==> src/rtl/alu_seq_pkg.sv <==
// alu_seq_pkg -- definitions shared by the ALU sequencer and its datapath.
//   alu_op_e  : the eight 3-bit ALU function codes
//   state_e   : sequencer FSM state encoding (IDLE, EXEC, WB)
//   popcount8 : number of set bits in an 8-bit value
package alu_seq_pkg;

  localparam int DATA_W = 8;
  localparam int OP_W   = 3;
  localparam int CMD_W  = OP_W + DATA_W;

  typedef enum logic [OP_W-1:0] {
    OP_NOTA_OR_B = 3'b000,  // ~A | B
    OP_NAND      = 3'b001,  // ~A | ~B
    OP_NOTA      = 3'b010,  // ~A
    OP_AND       = 3'b011,  // A & B
    OP_ADD       = 3'b100,  // A + B (mod 256)
    OP_NOR       = 3'b101,  // ~A & ~B
    OP_POPA      = 3'b110,  // popcount(A)
    OP_POPAB     = 3'b111   // popcount(A) + popcount(B)
  } alu_op_e;

  typedef enum logic [1:0] {
    ST_IDLE = 2'd0,
    ST_EXEC = 2'd1,
    ST_WB   = 2'd2
  } state_e;

  function automatic logic [3:0] popcount8(input logic [DATA_W-1:0] v);
    logic [3:0] cnt;
    cnt = 4'd0;
    for (int i = 0; i < DATA_W; i++) begin
      cnt = cnt + {3'b000, v[i]};
    end
    return cnt;
  endfunction

endpackage

==> src/rtl/alu8.sv <==
// alu8 -- purely combinational 8-bit ALU.
//   a  : operand A
//   b  : operand B (the accumulator in the sequencer)
//   op : function code (alu_op_e)
//   f  : result, modulo 256
module alu8
  import alu_seq_pkg::*;
(
  input  logic [DATA_W-1:0] a,
  input  logic [DATA_W-1:0] b,
  input  logic [OP_W-1:0]   op,
  output logic [DATA_W-1:0] f
);

  logic [3:0] pop_a;
  logic [3:0] pop_b;

  assign pop_a = popcount8(a);
  assign pop_b = popcount8(b);

  always_comb begin
    f = '0;
    case (op)
      OP_NOTA_OR_B: f = ~a | b;
      OP_NAND:      f = ~a | ~b;
      OP_NOTA:      f = ~a;
      OP_AND:       f = a & b;
      OP_ADD:       f = a + b;
      OP_NOR:       f = ~a & ~b;
      OP_POPA:      f = {4'h0, pop_a};
      OP_POPAB:     f = {4'h0, pop_a} + {4'h0, pop_b};
      default:      f = '0;
    endcase
  end

endmodule

==> src/rtl/alu_sequencer.sv <==
// alu_sequencer -- queues {op, A} commands in a small FIFO and executes them
// one at a time against an 8-bit accumulator (acc = f(A, acc)).
//   clk, reset_n : clock (rising edge) and asynchronous active-low reset
//   run          : allows the FSM to pop new commands
//   acc_clr      : clears acc at the next edge, overriding a write-back
//   in_valid/in_ready, in_op, in_a : command push interface
//   acc          : accumulator value
//   done         : one-cycle pulse after each command's write-back
//   busy         : FSM not in IDLE
//   level        : FIFO occupancy (0..DEPTH)
module alu_sequencer
  import alu_seq_pkg::*;
#(
  parameter int DEPTH = 4
) (
  input  logic                     clk,
  input  logic                     reset_n,
  input  logic                     run,
  input  logic                     acc_clr,
  input  logic                     in_valid,
  output logic                     in_ready,
  input  logic [OP_W-1:0]          in_op,
  input  logic [DATA_W-1:0]        in_a,
  output logic [DATA_W-1:0]        acc,
  output logic                     done,
  output logic                     busy,
  output logic [$clog2(DEPTH):0]   level
);

  localparam int AW = $clog2(DEPTH);
  localparam int LW = AW + 1;

  // FIFO storage and bookkeeping
  logic [CMD_W-1:0] fifo_mem [DEPTH];
  logic [AW-1:0]    wr_ptr_q, wr_ptr_d;
  logic [AW-1:0]    rd_ptr_q, rd_ptr_d;
  logic [LW-1:0]    level_q, level_d;
  logic             push;
  logic             pop;
  logic [CMD_W-1:0] head;

  // Sequencer registers
  state_e           state_q, state_d;
  logic [OP_W-1:0]  op_q, op_d;
  logic [DATA_W-1:0] a_q, a_d;
  logic [DATA_W-1:0] result_q, result_d;
  logic [DATA_W-1:0] acc_q, acc_d;
  logic             done_q, done_d;
  logic [DATA_W-1:0] alu_f;

  assign in_ready = (level_q != LW'(DEPTH));
  assign push     = in_valid & in_ready;
  assign head     = fifo_mem[rd_ptr_q];

  // Storage has no reset: pointers and level define which entries are live.
  always_ff @(posedge clk) begin
    if (push) begin
      fifo_mem[wr_ptr_q] <= {in_op, in_a};
    end
  end

  alu8 u_alu8 (
    .a  (a_q),
    .b  (acc_q),
    .op (op_q),
    .f  (alu_f)
  );

  always_comb begin
    state_d  = state_q;
    op_d     = op_q;
    a_d      = a_q;
    result_d = result_q;
    acc_d    = acc_q;
    done_d   = 1'b0;
    pop      = 1'b0;

    case (state_q)
      ST_IDLE: begin
        if (run && (level_q != '0)) begin
          pop     = 1'b1;
          op_d    = head[CMD_W-1:DATA_W];
          a_d     = head[DATA_W-1:0];
          state_d = ST_EXEC;
        end
      end
      ST_EXEC: begin
        // acc already holds any previous write-back, so B is current here.
        result_d = alu_f;
        state_d  = ST_WB;
      end
      ST_WB: begin
        acc_d  = result_q;
        done_d = 1'b1;
        if (run && (level_q != '0)) begin
          pop     = 1'b1;
          op_d    = head[CMD_W-1:DATA_W];
          a_d     = head[DATA_W-1:0];
          state_d = ST_EXEC;
        end else begin
          state_d = ST_IDLE;
        end
      end
      default: state_d = ST_IDLE;
    endcase

    // Clear wins over write-back; done is still reported.
    if (acc_clr) begin
      acc_d = '0;
    end
  end

  always_comb begin
    wr_ptr_d = wr_ptr_q;
    rd_ptr_d = rd_ptr_q;
    level_d  = level_q;
    if (push) wr_ptr_d = wr_ptr_q + 1'b1;
    if (pop)  rd_ptr_d = rd_ptr_q + 1'b1;
    case ({push, pop})
      2'b10:   level_d = level_q + 1'b1;
      2'b01:   level_d = level_q - 1'b1;
      default: level_d = level_q;
    endcase
  end

  always_ff @(posedge clk or negedge reset_n) begin
    if (!reset_n) begin
      state_q  <= ST_IDLE;
      op_q     <= '0;
      a_q      <= '0;
      result_q <= '0;
      acc_q    <= '0;
      done_q   <= 1'b0;
      wr_ptr_q <= '0;
      rd_ptr_q <= '0;
      level_q  <= '0;
    end else begin
      state_q  <= state_d;
      op_q     <= op_d;
      a_q      <= a_d;
      result_q <= result_d;
      acc_q    <= acc_d;
      done_q   <= done_d;
      wr_ptr_q <= wr_ptr_d;
      rd_ptr_q <= rd_ptr_d;
      level_q  <= level_d;
    end
  end

  assign acc   = acc_q;
  assign done  = done_q;
  assign busy  = (state_q != ST_IDLE);
  assign level = level_q;

endmodule
==> config.mk <==
export PLATFORM = sky130hd
export DESIGN_NAME = alu_sequencer
export DESIGN_NICKNAME = d
export VERILOG_FILES = /design/src/rtl/alu_seq_pkg.sv /design/src/rtl/alu8.sv /design/src/rtl/alu_sequencer.sv
export SDC_FILE = /design/constraint.sdc
export NUM_CORES = 1
export LEC_CHECK = 0
export ABC_AREA = 1
export BUFFER_PORTS_ARGS = -buffer_cell sky130_fd_sc_hd__buf_2
export CORE_MARGIN = 2
export CORE_UTILIZATION = 55
export DETAILED_ROUTE_END_ITERATION = 10
export GPL_TIMING_DRIVEN = 0
export PLACE_DENSITY = 0.75
export SYNTH_ARGS = -nofsm -noshare
export SYNTH_HDL_FRONTEND = slang
export SYNTH_SLANG_ARGS = --single-unit
==> constraint.sdc <==
create_clock -name clk -period 3.7 [get_ports clk]
set_clock_uncertainty 0.15 [all_clocks]
set_input_delay 0.185 -clock clk [delete_from_list [all_inputs] [get_ports clk]]
set_output_delay 0.185 -clock clk [all_outputs]
set_load 0.005 [all_outputs]
==> reports/metrics.yaml <==
ff2ff_setup_slack_ns: -0.16
place.gp.congestion: 0.935
instances_no_fill: 671
hpwl_mm: 7.58
worstRegToRegCells: 15
hold_ws_ns: 0.0316
clockRootBuffer: "clkbuf_8"
viasPerCell: 5.40
synth_area_leader_cell: "edfxtp_1"
vias: 3624
ff_latch_area_sq_um: 2250
status: "finished, violations left"
preCtsSetupSlack_ns: -0.508
drive_gt1_frac: 0.186
port_buffers: 29
startpoint_type: "flip-flop"
clock_sinks: 81
rsz0062_at_grt: "true"
timing.rr.start: "acc[1]"
start_util: 0.565
hold_path_end: "state_q[0]"
critPathCaptureType: "flip-flop"
whs_path_depth: 3
cts_max_level: 3
grt_use_total: 0.250
syn_to_final_growth_pct: 15.9
r2r-end: "result_q[3]"
post_drt_wl_per_cell_um: 15.7
cts_tree: "built"
yosys.area.top_type_share: 0.284
placed_cells: 641
required_ns: 3.80
antenna_left: 0
ys_seq_elements: 81
antenna_cells: 0
clk_pin_slew_worst_paths_ns: 0.10
die_y_um: 95.9
leakagePower_nw: 2.43
violations: "negative setup slack"
tns_ns: -0.529
fin_crit_sh: 1.04
syn_area_sq_um: 4640
die_width_um: 95.9
clockBufferDepth: 2
seq_area_frac_synth: 0.484
drc: 0
fin_util: 0.655
dr.pass1.iters: 5
multi_input_area_sq_um: 2160
p_per_area_nw_per_um2: 904
rows: 33
hold_class: "in -> reg"
timing.final.ws_setup_ns: -0.156
dieArea_sq_um: 9200
ir_drop_v: 0.000465
min_period_ns: 3.86
relSlewSlack: 0.286
final_nets: 619
maxCapViolCount: 0
drv_slew: 0
grt_pass1_wl_mm: 17.1
avgSynthCellArea_sq_um: 9.16
numCtsBuffers: 9
synthCells: 507
fillers: 664
grt_max_degree: 38
drt-total-wl_mm: 10.5
ioPinCount: 30
fmax_mhz: 259
worst-path-max-fanout: 2
hold_viol_final: 0
synth_warnings: 0
coreArea_sq_um: 8220
grt_pass1_vias: 3639
antenna_found_initial: 0
worstHoldStart: "run"
cp.arrival_ns: 3.96
tightest_slew_ns: 1.07
setup_viol: 4
clk_latency_ns: 0.36
grt_overflow: 0
critical_path_class: "reg -> reg"
synth.distinct_cells: 34
yosys-top-cells-area: "edfxtp_1 28%, dfrtp_1 20%, ha_1 8.4%"
syn_nets: 565
drt_iter0_drc: 152
==> layout make-up <==
| type | instances | share of cell area |
|---|---|---|
| clock inverters | 6 | 0.0135 |
| multi-input cells | 340 | 0.402 |
| repair buffers | 43 | 0.0521 |
| plain buffers | 10 | 0.00977 |
| inverters | 76 | 0.0544 |
| well taps | 105 | 0.0244 |
| clock buffers | 10 | 0.0256 |
| flip-flops and latches | 81 | 0.418 |
==> per-stage QoR <==
stage	cell area, sq um	power [mW]
after floorplan	4660	3.16
after global placement	4940	3.75
after detailed placement	4940	3.86
after CTS	5350	4.77
after global routing	5380	5.28
final	5380	4.87
==> sequential cells by signal, summed over array words and instances (netlist names) <==
name      cells
fifo_mem     44
a_q           8
acc           8
result_q      8
level         3
op_q          3
rd_ptr_q      2
state_q       2
wr_ptr_q      2
done          1
==> synth_stat cells (all sizes together) <==
| master | instances |
|---|---|
| nand2 | 108 |
| xor2 | 3 |
| o21a | 1 |
| clkinv | 1 |
| o211ai | 2 |
| nand3 | 39 |
| buf | 5 |
| nand4 | 3 |
| or2 | 1 |
| o21ai | 60 |
| xnor2 | 4 |
| a21oi | 9 |
| fa | 11 |
| nor2 | 51 |
| nand3b | 2 |
| nor3 | 2 |
| o22ai | 11 |
| dfrtp | 37 |
| o31ai | 1 |
| a211oi | 1 |
| edfxtp | 44 |
| inv | 75 |
| ha | 31 |
| clkbuf | 5 |
==> layer usage <==
layer  track usage  up-vias  wire length (um)
li1              -     1777                 -
met1         0.289     1723              4360
met2         0.452      106              5480
met3        0.0384       18               435
met4         0.118        0               227
met5             0        -                 0
==> how the worst max path moves through the flow <==
| stage | startpoint | depth (start not counted) | slack (ns) | endpoint |
|---|---|---|---|---|
| final | acc[1] | 15 | -0.16 | result_q[3] |
| after CTS | acc[1] | 12 | -0.15 | result_q[1] |
| after global placement | a_q[1] | 16 | -0.50 | result_q[4] |
| after detailed placement | a_q[1] | 16 | -0.51 | result_q[4] |
| after floorplan | acc[1] | 16 | 0.002 | result_q[4] |
| after global routing | acc[1] | 16 | -0.31 | result_q[4] |
==> report_power, final <==
part	switching (mW)	internal (mW)	leakage (nW)
combinational	1.66	1.08	1.46
sequential	0.205	1.23	0.866
clock	0.351	0.338	0.103
==> kinds of logic after synthesis <==
logic type                 count (synthesis)  share of synthesized area
AOI/OAI and AO/OA                         85                     0.0973
xor gates and xnor gates                   7                     0.0132
adders and majority gates                 42                      0.131
buffers and inverters                     86                     0.0744
DFF                                       81                      0.484
and+or+nand+nor                          206                      0.200
==> repair_timing <==
item / 4_1_cts / 5_1_grt
pin swaps: 7 / 7
gates resized for setup: 17 / 5
buffers inserted: 2 / 0
setup endpoints to repair: 4 / 4
endpoints found under the hold margin: 81 / 0
hold buffers: 12 / 0
==> critical path, cell delays in order (launching register included) <==
cell     delay, ns
dfrtp_2       0.44
ha_4          0.27
inv_2         0.03
fa_1          0.53
fa_1          0.45
fa_2          0.40
fa_2          0.62
inv_1         0.08
ha_4          0.26
nand3_2       0.06
nand2_1       0.07
nand2_1       0.05
nand3_2       0.08
nand4_1       0.11
nand2_1       0.09
nand2_1       0.05
==> cells in the final DEF, fill, tap and decap left out, drive strengths merged <==
cell type,instances
buf,36
inv,77
nand3,39
nand3b,2
clkinv,3
ha,31
bufinv,1
nand4,3
dfrtp,37
edfxtp,44
a21oi,9
o21a,1
dlygate4sd3,12
xnor2,4
o211ai,2
clkinvlp,1
xor2,3
o21ai,60
fa,11
a211oi,1
nor2,51
nor3,2
nand2,108
clkbuf,15
o31ai,1
or2,1
o22ai,11
(Power assumes the default switching activity.)
